$ cat src/rtl/io_break_arbiter.sv
// Data-break (DMA) arbiter for NDEV devices onto the single CPU break path, plus masked interrupt aggregation.
// Define ARB_ROUND_ROBIN_EN for round-robin arbitration; otherwise the lowest requesting index wins.
module io_break_arbiter #(
    parameter int NDEV = 4,
    parameter int AW   = 15,
    parameter int DW   = 12
) (
    input  logic               clk,
    input  logic               reset,
    input  logic               clear,
    input  logic [NDEV-1:0]    brk_req,
    input  logic [NDEV-1:0]    brk_to_mem,
    input  logic [NDEV*AW-1:0] brk_addr,
    input  logic [NDEV*DW-1:0] brk_wdata,
    input  logic               break_start,
    input  logic               break_end,
    input  logic [DW-1:0]      mem_rdata,
    input  logic [NDEV-1:0]    int_req,
    input  logic               mask_we,
    input  logic [NDEV-1:0]    mask_data,
    output logic               data_break,
    output logic               to_mem,
    output logic [AW-1:0]      dma_addr,
    output logic [DW-1:0]      dma_wdata,
    output logic [NDEV-1:0]    brk_grant,
    output logic [NDEV-1:0]    brk_done,
    output logic [DW-1:0]      brk_rdata,
    output logic               irq,
    output logic [2:0]         int_src,
    output logic [NDEV-1:0]    int_mask,
    output logic [1:0]         fsm_state
);

    localparam int PW = (NDEV > 1) ? $clog2(NDEV) : 1;

    typedef enum logic [1:0] {
        IDLE = 2'd0,
        REQ  = 2'd1,
        BUSY = 2'd2,
        DONE = 2'd3
    } state_t;

    state_t          state, state_next;
    logic            sel_any;
    logic [PW-1:0]   sel_idx;
    logic [NDEV-1:0] sel_onehot;
    logic            abort;
    logic [NDEV-1:0] pend;
    logic [2:0]      src_next;

    assign fsm_state = state;

`ifdef ARB_ROUND_ROBIN_EN
    logic [PW-1:0] ptr;
    logic [PW-1:0] win_idx;

    // Scan starting at the pointer, wrapping past the top channel.
    always_comb begin
        int c;
        sel_any = 1'b0;
        sel_idx = '0;
        c       = 0;
        for (int k = 0; k < NDEV; k++) begin
            c = int'(ptr) + k;
            if (c >= NDEV) c = c - NDEV;
            if (!sel_any && brk_req[c]) begin
                sel_any = 1'b1;
                sel_idx = PW'(c);
            end
        end
    end

    always_ff @(posedge clk or posedge reset) begin
        if (reset) begin
            ptr     <= '0;
            win_idx <= '0;
        end else if (clear) begin
            ptr     <= '0;
            win_idx <= '0;
        end else begin
            if (state == IDLE && sel_any) win_idx <= sel_idx;
            if (state == DONE) ptr <= (win_idx == PW'(NDEV - 1)) ? '0 : win_idx + 1'b1;
        end
    end
`else
    always_comb begin
        sel_any = |brk_req;
        sel_idx = '0;
        for (int k = NDEV - 1; k >= 0; k--) begin
            if (brk_req[k]) sel_idx = PW'(k);
        end
    end
`endif

    assign sel_onehot = NDEV'(1) << sel_idx;
    assign abort      = ~|(brk_req & brk_grant);

    always_ff @(posedge clk or posedge reset) begin
        if (reset) state <= IDLE;
        else       state <= state_next;
    end

    // break_start wins over a same-cycle request drop: the memory cycle is already committed.
    always_comb begin
        state_next = state;
        case (state)
            IDLE: if (sel_any) state_next = REQ;
            REQ: begin
                if (break_start) state_next = BUSY;
                else if (abort)  state_next = IDLE;
            end
            BUSY: if (break_end) state_next = DONE;
            DONE: state_next = IDLE;
            default: state_next = IDLE;
        endcase
        if (clear) state_next = IDLE;
    end

    always_ff @(posedge clk or posedge reset) begin
        if (reset) begin
            data_break <= 1'b0;
            to_mem     <= 1'b0;
            dma_addr   <= '0;
            dma_wdata  <= '0;
            brk_grant  <= '0;
            brk_done   <= '0;
            brk_rdata  <= '0;
        end else if (clear) begin
            data_break <= 1'b0;
            to_mem     <= 1'b0;
            dma_addr   <= '0;
            dma_wdata  <= '0;
            brk_grant  <= '0;
            brk_done   <= '0;
            brk_rdata  <= '0;
        end else begin
            case (state)
                IDLE: begin
                    if (sel_any) begin
                        brk_grant  <= sel_onehot;
                        to_mem     <= brk_to_mem[sel_idx];
                        dma_addr   <= brk_addr[int'(sel_idx)*AW +: AW];
                        dma_wdata  <= brk_wdata[int'(sel_idx)*DW +: DW];
                        data_break <= 1'b1;
                    end
                end
                REQ: begin
                    if (break_start) begin
                        data_break <= 1'b0;
                    end else if (abort) begin
                        data_break <= 1'b0;
                        brk_grant  <= '0;
                    end
                end
                BUSY: begin
                    if (break_end) begin
                        brk_done  <= brk_grant;
                        brk_rdata <= mem_rdata;
                    end
                end
                DONE: begin
                    brk_done  <= '0;
                    brk_grant <= '0;
                end
                default: ;
            endcase
        end
    end

    assign pend = int_req & int_mask;

    always_comb begin
        src_next = 3'd0;
        for (int k = NDEV - 1; k >= 0; k--) begin
            if (pend[k]) src_next = 3'(k);
        end
    end

    // The mask written this clock only affects the following evaluation.
    always_ff @(posedge clk or posedge reset) begin
        if (reset) begin
            irq      <= 1'b0;
            int_src  <= 3'd0;
            int_mask <= '1;
        end else if (clear) begin
            irq      <= 1'b0;
            int_src  <= 3'd0;
        end else begin
            irq     <= |pend;
            int_src <= src_next;
            if (mask_we) int_mask <= mask_data;
        end
    end

endmodule

$ cat config.mk
export PLATFORM = sky130hd
export DESIGN_NAME = io_break_arbiter
export DESIGN_NICKNAME = d
export VERILOG_FILES = /design/src/rtl/io_break_arbiter.sv
export SDC_FILE = /design/constraint.sdc
export NUM_CORES = 1
export LEC_CHECK = 0
export ABC_AREA = 0
export ABC_CLOCK_PERIOD_IN_PS = 3100
export CAP_MARGIN = 20
export CORE_UTILIZATION = 40
export DETAILED_ROUTE_END_ITERATION = 7
export PLACE_DENSITY = 0.84
export SLEW_MARGIN = 20
export SYNTH_ARGS = -nofsm -noshare
export SYNTH_HDL_FRONTEND = slang
export SYNTH_SLANG_ARGS = --single-unit
$ cat constraint.sdc
create_clock -name clk -period 3.1 [get_ports clk]
set_input_delay 0.62 -clock clk [delete_from_list [all_inputs] [get_ports clk]]
set_output_delay 0.62 -clock clk [all_outputs]
set_load 0.1 [all_outputs]
==> results by group <==
Outcome
  – Status: complete, no violations

Logic synthesis
  – #FFs+latches synth: just under 60
  – Post-Syn Area: 0.00313 mm²
  – Part of the Yosys area used for sequential elements: 0.466
  – Synth cell types: 38
  – Asr flop ratio synth: 1.00
  – Most used DFF post-synth: dfrtp_1
  – Post-Syn Instances: ~340
  – Post-synth EDFFs: 0
  – Syn avg cell area: approximately 9.3 µm²
  – Synth warn: 0
  – Syn nets: approximately 480

Setup path
  – CP max-delay cell: clkdlybuf4s50_1
  – Worst endpoint data arrival time: around 2600 ps
  – CP Capture Type: flop
  – WP buf/inv: 1
  – Max FO, Critical Path: 27
  – Startpoint type of the worst setup path: input port
  – Setup CP Type: in -> reg
  – Data required time at the worst endpoint: 3360 ps
  – CP top delay family: simple AND/OR/NAND/NOR gates
  – Largest stage delay on the critical path: 550 ps
  – Worst reg-to-reg setup slack: 1100 ps
  – CP Cell Sequence: clkdlybuf4s50_1 > nor4_4 > nor2b_1 > nor2_4 > a221o_1

Detailed routing
  – Via count: ~3500
  – Drt drc: 0
  – First-pass DRT Iterations: 4
  – Vias per cell: approximately 5.4
  – Avg WL per Cell: roughly 17 µm
  – Drt initial violations: roughly 150
  – Drt total wl: between 10000 and 15000 µm
  – Routed Antenna Nets: 0

Placement
  – Gp weighted congestion: slightly above 0.8
  – Post-DP HPWL: between 8000 and 9000 µm
  – Post-place setup slack: 365 ps
  – DP Area: 0.00510 mm²
  – Number of I/O port buffers: slightly below 200
  – Placed cells: 619

Min path
  – Worst hold path class: reg -> reg

Timing
  – Clk_skew: approximately 7.9 ps
  – Slew HR: 0.443
  – Tcrit/Tclk final: 0.742
  – Final hold vios: 0
  – Setup TNS: 0 ps
  – RSZ-0062 raised after global routing: false
  – Clock period minus final worst setup slack: approximately 2300 ps
  – Worst-Margin Slew: 836 ps
  – Fmax: between 400 and 500 MHz
  – Final Slew Violations: 0
  – Worst Slack Setup Final: about 800 ps
  – Endpoints failing setup: 0

Clock network
  – Cts hold-fix bufs: 0
  – Clk buf depth: 2
  – Clk Latency, worst-skew pair: between 300 and 400 ps
  – Clk root buf: clkbuf_8
  – TritonCTS clock tree: built
  – CTS HTree Levels: 3
  – Worst-path clk slew: 60 ps
  – Clk sinks: slightly below 60
  – Num CTS Buffers: 9
  – Postcts setup bufs: 0
  – Post-CTS Resized: 0

Global routing
  – First-pass GRT wire length: 16800 µm
  – Largest net degree at the start of global routing: 29
  – Initial antenna violation count: 0
  – Vias in the first global route: around 3400
  – GRT Total Usage: 0.261
  – Grt ovf: 0

Cells and area
  – # fillers: between 500 and 600
  – Area growth syn-to-layout: 69.2%
  – Share of cells above drive strength 1: 0.181
  – Area of the multi-input gates: roughly 0.0016 mm²
  – Non-filler cells, final: 635
  – N_diodes: 0
  – Nets: 677
  – Design area: around 0.0053 mm²
  – Register area: 0.00146 mm²

Pwr
  – Pwr per Cell Area: approximately 500 mW/mm²
  – Worst vdd ir: between 0.0003 and 0.0004 V
  – Lkg Pwr: 2.29 nW
  – Power Total: 0.00262 W

Floorplanning
  – Core Rows: 31
  – Die width: approximately 90 µm
  – # IOs: roughly 200
  – Starting Density: 0.422
  – Core ar.: between 0.007 and 0.008 mm²
  – Die Area: between 0.008 and 0.009 mm²
  – Die Y: roughly 90 µm

Flow run
  – Max Cap Violations: 0
-- worst reg2reg max path: cells and delay by family, from the launching register on --
kind                     cells  cell delay (ps)
AO/OA/AOI/OAI                1              270
adder cells (fa/ha/maj)      1              250
buffers and inverters        1              110
flip-flops                   1              460
AND/OR/NAND/NOR              2              790
-- cells in the final DEF, fill, tap and decap left out, types with 3 or more instances in the layout --
master / Yosys / layout
dfstp_2: 4 / 4
nand2_1: 60 / 60
nor2b_1: 4 / 3
dfrtp_1: 54 / 54
and2_0: 27 / 27
clkbuf_8: 0 / 10
buf_4: 1 / 68
a22oi_1: 35 / 35
mux2_2: 4 / 4
nor2_1: 6 / 6
a21oi_1: 7 / 7
inv_1: 6 / 5
o21ai_0: 45 / 45
ha_1: 4 / 4
a221o_1: 27 / 27
a22o_1: 4 / 4
clkbuf_1: 15 / 3
clkdlybuf4s50_1: 0 / 141
-- area by class of cell --
| cell class | count | share of cell area |
|---|---|---|
| Sequential cell | 58 | 0.275 |
| Clock inverter | 3 | 0.00757 |
| Clock buffer | 13 | 0.0281 |
| Inverter | 7 | 0.00497 |
| Multi-Input combinational cell | 245 | 0.294 |
| Tap cell | 99 | 0.0234 |
| Timing Repair Buffer | 210 | 0.367 |
-- stage by stage --
stage / hold WS, ps / util
global route: 510 / 0.714
finish: 489 / 0.714
CTS: 492 / 0.714
detailed placement: 476 / 0.688
floorplan: 750 / -
global placement: 468 / 0.688
-- synthesized netlist by cell type (2+ instances only) --
| cell | instances | share of area |
|---|---|---|
| nand2_1 | 60 | 0.072 |
| dfrtp_1 | 54 | 0.43 |
| o21ai_0 | 45 | 0.072 |
| a22oi_1 | 35 | 0.084 |
| a221o_1 | 27 | 0.086 |
| and2_0 | 27 | 0.054 |
| clkbuf_1 | 15 | 0.018 |
| buf_2 | 8 | 0.013 |
| a21oi_1 | 7 | 0.011 |
| inv_1 | 6 | 0.0072 |
| nor2_1 | 6 | 0.0072 |
| a22o_1 | 4 | 0.011 |
| dfstp_2 | 4 | 0.034 |
| ha_1 | 4 | 0.016 |
| mux2_2 | 4 | 0.014 |
| nor2b_1 | 4 | 0.0080 |
| nand3_1 | 2 | 0.0032 |
| o31ai_1 | 2 | 0.0048 |
| or4_1 | 2 | 0.0048 |
-- sequential cells by signal, summed over array words and instances, names as in the netlist --
register and flops:
data_break 1, dma_addr 15, to_mem 1, irq 1, int_mask 4, brk_rdata 12
dma_wdata 12, fsm_state 2, brk_done 4, brk_grant 4, int_src 2
-- metal layers --
metal	wire [µm]	track usage
met2	5530	0.468
met1	4300	0.305
met4	163	0.102
met3	714	0.0513
met5	0	0
-- power breakdown --
part / total (W) / switching, W / leakage [nW] / internal (W)
logic: 0.00107 / 0.000725 / 1.43 / 0.000340
clock network: 0.000679 / 0.000287 / 0.0974 / 0.000392
registers: 0.000878 / 0.0000470 / 0.759 / 0.000831
total: 0.00262 / 0.00106 / 2.29 / 0.00156
-- cells by family after synthesis --
| logic type | share of synthesized area |
|---|---|
| mux | 0.0144 |
| simple gates | 0.180 |
| flops | 0.466 |
| compound gates | 0.280 |
| fa+ha+maj | 0.0160 |
| other cells | 0.00120 |
| buf+inv | 0.0428 |
-- worst paths after layout --
kind                                                 end                      from  cells past startpoint
worst min register to register  brk_rdata[5]$_DFFE_PP0P_  brk_rdata[5]$_DFFE_PP0P_                      2
min in group asynchronous       brk_rdata[2]$_DFFE_PP0P_                     reset                      2
worst min-delay path            brk_rdata[5]$_DFFE_PP0P_  brk_rdata[5]$_DFFE_PP0P_                      2
max in group asynchronous       dma_wdata[9]$_DFFE_PP0P_                     reset                      3
worst max-delay path            dma_addr[13]$_DFFE_PP0P_                brk_req[2]                      5
worst max register to register  dma_addr[13]$_DFFE_PP0P_  fsm_state[0]$_DFFE_PP0P_                      5
(Power assumes the default switching activity.)
==> edit 1: new RTL, same flow settings <==
The parameter `AW` goes from 15 to 14.
--- a/src/rtl/io_break_arbiter.sv
+++ b/src/rtl/io_break_arbiter.sv
@@ -3,5 +3,5 @@
 module io_break_arbiter #(
     parameter int NDEV = 4,
-    parameter int AW   = 15,
+    parameter int AW   = 14,
     parameter int DW   = 12
 ) (
Interface: changed (resized brk_addr and dma_addr); port bits go from 201 to 196. No check against the original RTL was run, so the function may have changed too.
==> edit 1 against the original RTL <==
Setup slack gained 11 ps. Clock skew shrank 0.67 ps. Core utilization decreased by 0.78 points. Highest routed layer unchanged. Cell area is 1.6% lower. Wire length increased by 0.82%. Largest power group unchanged. Global-route usage increased by 0.46 points. Maximum frequency is 0.49% higher. Worst hold slack worse by 1.5 ps. Sequential cell count is 1 lower. Total power fell by 1.1%. Sequential power decreased by 2%. Synthesized area is 1.0% lower. Critical endpoint is now dma_wdata[7]. Count of clock-buffer cells in the layout is the same.
==> edit 1: results (changes against the original RTL) <==
| Metric | Value |
|---|---|
| Status | complete, no violations (unchanged) |
| Synth Instances | 303 (was 335) |
| Placed cells | 585 (was 619) |
| Most frequent cell after synthesis | a22oi_1 (was nand2_1) |
| Area Overhead vs Synth | 68.1% (was 69.2%) |
| Met1 usage | 0.295 (was 0.305) |
| Fin crit share | 0.738 (was 0.742) |
| Met2 Track Usage GR | 0.477 (was 0.468) |
| Mux share of post-synthesis cell area | 0.0178 (was 0.0144) |
| Yosys cell types | 45 (was 38) |
| Post-Syn Nets | 445 (was 481) |
| Crit path to | dma_wdata[7] (was dma_addr[13]) |
| DP HPWL | 8.05 mm (was 8.17 mm) |
| Fillcell total | 595 (was 554) |
| VDD IR-drop max | 0.000287 V (was 0.000383 V) |
| PortBufs | 194 (was 199) |
| Reg2Reg Setup Slack | 1070 ps (was 1100 ps) |
| Drt wl/cell | 18.0 um (was 16.9 um) |
| Static Leak | 2.26 nW (was 2.29 nW) |
| Synth top area cells | dfrtp_1 (43%), a22oi_1 (14%), a2bb2oi_1 (7.6%) (was dfrtp_1 (43%), a221o_1 (8.6%), a22oi_1 (8.4%)) |
| Top cells by count, synth | a22oi_1 (57), dfrtp_1 (53), nand2_1 (32), a2bb2oi_1 (27), o21ai_2 (20) (was nand2_1 (60), dfrtp_1 (54), o21ai_0 (45), a22oi_1 (35)) |
| Sequential share of the synthesized area | 0.462 (was 0.466) |
| Gpl congestion | 0.818 (was 0.829) |
| Routed wire length on met3 | 734 um (was 714 um) |
| Layout Skew | 7.18 ps (was 7.85 ps) |
| Crit path DAT | 2530 ps (was 2560 ps) |
| DR top layer | met4 (unchanged) |
| Metal-1 WL | 4.26 mm (was 4.30 mm) |
| Overall Global Routing Usage | 0.266 (was 0.261) |
| DR vias | 3,374 (was 3,457) |
| Area of the multi-input gates | 0.00152 sq mm (was 0.00155 sq mm) |
| Synth Area in Compound Gates | 0.360 (was 0.280) |
| Slowest-stage cell, CP | or4_4 (was clkdlybuf4s50_1) |
| Drt initial violations | 191 (was 151) |
| Pin count of the biggest net entering global routing | 41 (was 29) |
| First-pass GRT wire length | 16.9 mm (was 16.8 mm) |
| Worst Path Max Fanout | 26 (was 27) |
| Met3 Use GR | 0.0584 (was 0.0513) |
| Comb_multi_in | 215 (was 245) |
| Crit path largest cell delay | 640 ps (was 550 ps) |
| Post-Syn Area | 0.00310 sq mm (was 0.00313 sq mm) |
| Average via count per standard cell | 5.61 (was 5.44) |
| Signal buffers share of area | 0.371 (was 0.367) |
| Top cell family by delay on the critical path | buffers and inverters (was simple AND/OR/NAND/NOR gates) |
| Post-place instance area | 0.00502 sq mm (was 0.00510 sq mm) |
| Adder-Cell Fraction of Synth Area | 0.0162 (was 0.0160) |
| Placement Setup Slack | 514 ps (was 365 ps) |
| Count of flip-flops and latches | 57 (was 58) |
| Final net count | 639 (was 677) |
| Register Area | 0.00143 sq mm (was 0.00146 sq mm) |
-- edit 1: cell count changes in the layout (fill, tap and decap cells not counted), moves of 22 or more --
cell | unedited run | this run
a2bb2oi_1 | 0 | 27
a221o_1 | 27 | 0
nand2_1 | 60 | 32
o21ai_0 | 45 | 14
a22oi_1 | 35 | 57
and2_0 | 27 | 0
-- edit 1: how the worst min path moves through the flow --
stage | endpoint | slack (ps) | depth (start not counted)
2_1_floorplan | int_src[0] | 750 | 2
3_3_place_gp | brk_rdata[5] | 470 | 2
3_5_place_dp | brk_rdata[3] | 480 | 2
4_1_cts | brk_rdata[3] | 490 | 2
5_1_grt | brk_rdata[6] | 530 | 2
6_report | brk_rdata[3] | 490 | 2
-- edit 1: where the power goes --
group	switching (mW)	internal (mW)
registers	0.0469	0.817
logic	0.739	0.356
clock network	0.282	0.352
==> edit 2: new RTL, config.mk and constraints unchanged <==
Made on the original files. Register the output `irq` once more, with the module's reset; this adds one clock of latency there. The other outputs are not delayed to match.
--- a/src/rtl/io_break_arbiter.sv
+++ b/src/rtl/io_break_arbiter.sv
@@ -41,4 +41,6 @@
     } state_t;
 
+    logic irq_s0;
+
     state_t          state, state_next;
     logic            sel_any;
@@ -180,12 +182,12 @@
     always_ff @(posedge clk or posedge reset) begin
         if (reset) begin
-            irq      <= 1'b0;
+            irq_s0   <= 1'b0;
             int_src  <= 3'd0;
             int_mask <= '1;
         end else if (clear) begin
-            irq      <= 1'b0;
+            irq_s0   <= 1'b0;
             int_src  <= 3'd0;
         end else begin
-            irq     <= |pend;
+            irq_s0  <= |pend;
             int_src <= src_next;
             if (mask_we) int_mask <= mask_data;
@@ -193,4 +195,12 @@
     end
 
+    always_ff @(posedge clk or posedge reset) begin
+        if (reset) begin
+            irq <= '0;
+        end else begin
+            irq <= irq_s0;
+        end
+    end
+
 endmodule
 
Check against the original RTL: not equivalent (Yosys sat finds a counterexample within 4 cycles, from zero or initial values and one cycle with reset high).
==> edit 2 against the original RTL <==
Sequential cell count is 1 higher. Final cell count is 4.1% lower. Global-route usage is 0.84 points lower. Sequential share of layout area is 0.26 points higher. Wire length is 2.1% lower. Clock skew is 0.74 ps higher. Critical path type unchanged. Total power is 7.8% higher. Synthesized area is 3.4% higher. Highest routed layer unchanged. Sequential power is 3.8% higher. Setup slack worse by 120 ps. Largest power group unchanged. Clock power is 1% higher. Cell area is 0.76% higher. Critical endpoint is now dma_wdata[9]. Non-clock buffer count is 3 higher.
==> edit 2: results (changes against the original RTL) <==
| Metric | Value |
|---|---|
| Status | complete, no violations (unchanged) |
| Critical path origin | brk_req[2] (unchanged) |
| Worst-skew pair later-pin latency | 330 ps (about the same) |
| Drt initial violations | 164 (was 151) |
| DR vias | 3,393 (was 3,457) |
| Total CTS buffers | 9 (unchanged) |
| Reg2reg path depth | 6 (was 5) |
| Final Max Tran Viols | 0 (unchanged) |
| Largest regs | dma_addr: 15 flops, brk_rdata: 12 flops, dma_wdata: 12 flops (unchanged) |
| Initial antenna violation count | 0 (unchanged) |
| Router iterations before antenna repair | 4 (unchanged) |
| Layout Skew | 8.59 ps (was 7.85 ps) |
| Crit path DAT | 2630 ps (was 2560 ps) |
| DP HPWL | 7.90 mm (was 8.17 mm) |
| Overall Global Routing Usage | 0.253 (was 0.261) |
| Synth Area in Compound Gates | 0.356 (was 0.280) |
| Worst-margin pin slew | 623 ps (was 836 ps) |
| Met1 usage | 0.311 (was 0.305) |
| Reg-to-reg startpoint | fsm_state[0] (unchanged) |
| Met2 Track Usage GR | 0.412 (was 0.468) |
| Most frequent cell after synthesis | dfrtp_1 (was nand2_1) |
| Static Leak | 2.36 nW (was 2.29 nW) |
| CTS root buffer | clkbuf_8 (unchanged) |
| Vias in the first global route | 3,452 (was 3,390) |
| Fillcell total | 627 (was 554) |
| # resized after CTS | 0 (unchanged) |
| Hold Path Origin | irq_s0 (was brk_rdata[5]) |
| # H-tree levels | 3 (unchanged) |
| Mux share of post-synthesis cell area | 0.0240 (was 0.0144) |
| Synthesis Warnings | 0 (unchanged) |
| Drt wl/cell | 17.2 um (was 16.9 um) |
| Pin count of the biggest net entering global routing | 38 (was 29) |
| Setup bufs post-CTS | 0 (unchanged) |
| Gpl congestion | 0.886 (was 0.829) |
| Final net count | 648 (was 677) |
| PortBufs | 199 (unchanged) |
| Yosys cell types | 38 (unchanged) |
| Hold Crit Depth | 0 (was 2) |
| VDD IR-drop max | 0.000228 V (was 0.000383 V) |
| Adder-Cell Fraction of Synth Area | 0.0155 (was 0.0160) |
| CTS clk-pin slew, worst paths | 70 ps |
| Min-Delay Path Class | flop to flop (unchanged) |
| Xor and xnor area share after synthesis | 0 (unchanged) |
| First-pass GRT wire length | 16.7 mm (was 16.8 mm) |
| Maximum clock path buffer count | 2 (unchanged) |
| FFs w/ async S/R, synth | 1.00 (unchanged) |
| Met3 Use GR | 0.0663 (was 0.0513) |
| Share of layout cells above drive strength 1 | 0.250 (was 0.181) |
| Worst Path Max Fanout | 31 (was 27) |
| Post-Syn Nets | 455 (was 481) |
| # diodes | 0 (unchanged) |
| Top cells by count, synth | dfrtp_1 (55), o21ai_0 (42), a22oi_1 (35), a22o_1 (30), nand2_1 (29) (was nand2_1 (60), dfrtp_1 (54), o21ai_0 (45), a22oi_1 (35)) |
| Sequential share of the synthesized area | 0.458 (was 0.466) |
| Residual DRC | 0 (unchanged) |
| Synth top area cells | dfrtp_1 (43%), a22o_1 (8.1%), a22oi_1 (8.1%) (was dfrtp_1 (43%), a221o_1 (8.6%), a22oi_1 (8.4%)) |
## edit 2: area by class of cell
class | count | area [sq um] | area share
Clock buffer | 11 | 141 | 0.0265
Clock inverter | 5 | 52.6 | 0.00986
Inverter | 6 | 22.5 | 0.00422
Multi-Input combinational cell | 213 | 1550 | 0.291
Sequential cell | 59 | 1480 | 0.278
Tap cell | 102 | 128 | 0.0239
Timing Repair Buffer | 213 | 1950 | 0.366
## edit 2: report_power, final
group / internal [mW] / switching (mW) / total (mW) / leakage, nW
Combinational: 0.393 / 0.835 / 1.23 / 1.49
Sequential: 0.856 / 0.0553 / 0.911 / 0.764
Clock: 0.389 / 0.297 / 0.686 / 0.0991
Total: 1.64 / 1.19 / 2.83 / 2.36
## edit 2: worst max-delay path, cell delays in order
cell and delay, ps:
clkdlybuf4s50_1 620, nor4_2 130, nor2b_4 460, buf_4 390, o21ai_0 150, o221a_2 240
## edit 2: stage by stage
step | cells | setup slack [ps] | area (sq um) | power (mW)
6_report | 609 | 685 | 5330 | 2.83
5_1_grt | 609 | 560 | 5330 | 2.94
4_1_cts | 609 | 687 | 5330 | 2.84
3_5_place_dp | 593 | 374 | 5140 | 2.15
3_3_place_gp | 593 | 468 | 5140 | 2.14
2_1_floorplan | 309 | 713 | 3230 | 1.77
## edit 2: path summary, 6_finish.rpt
check	to	slack (ps)
worst max-delay path	dma_wdata[9]	690
worst min-delay path	irq	370
worst max register to register	dma_wdata[9]	820
worst min register to register	irq	370
max in group asynchronous	int_mask[0]	1980
min in group asynchronous	brk_rdata[6]	470
## edit 2: metal layers
layer,vias to the layer above,part of all wire
met1,1596,0.40
met4,0,0.033
met2,185,0.48
met5,-,0
met3,29,0.081
li1,1583,-
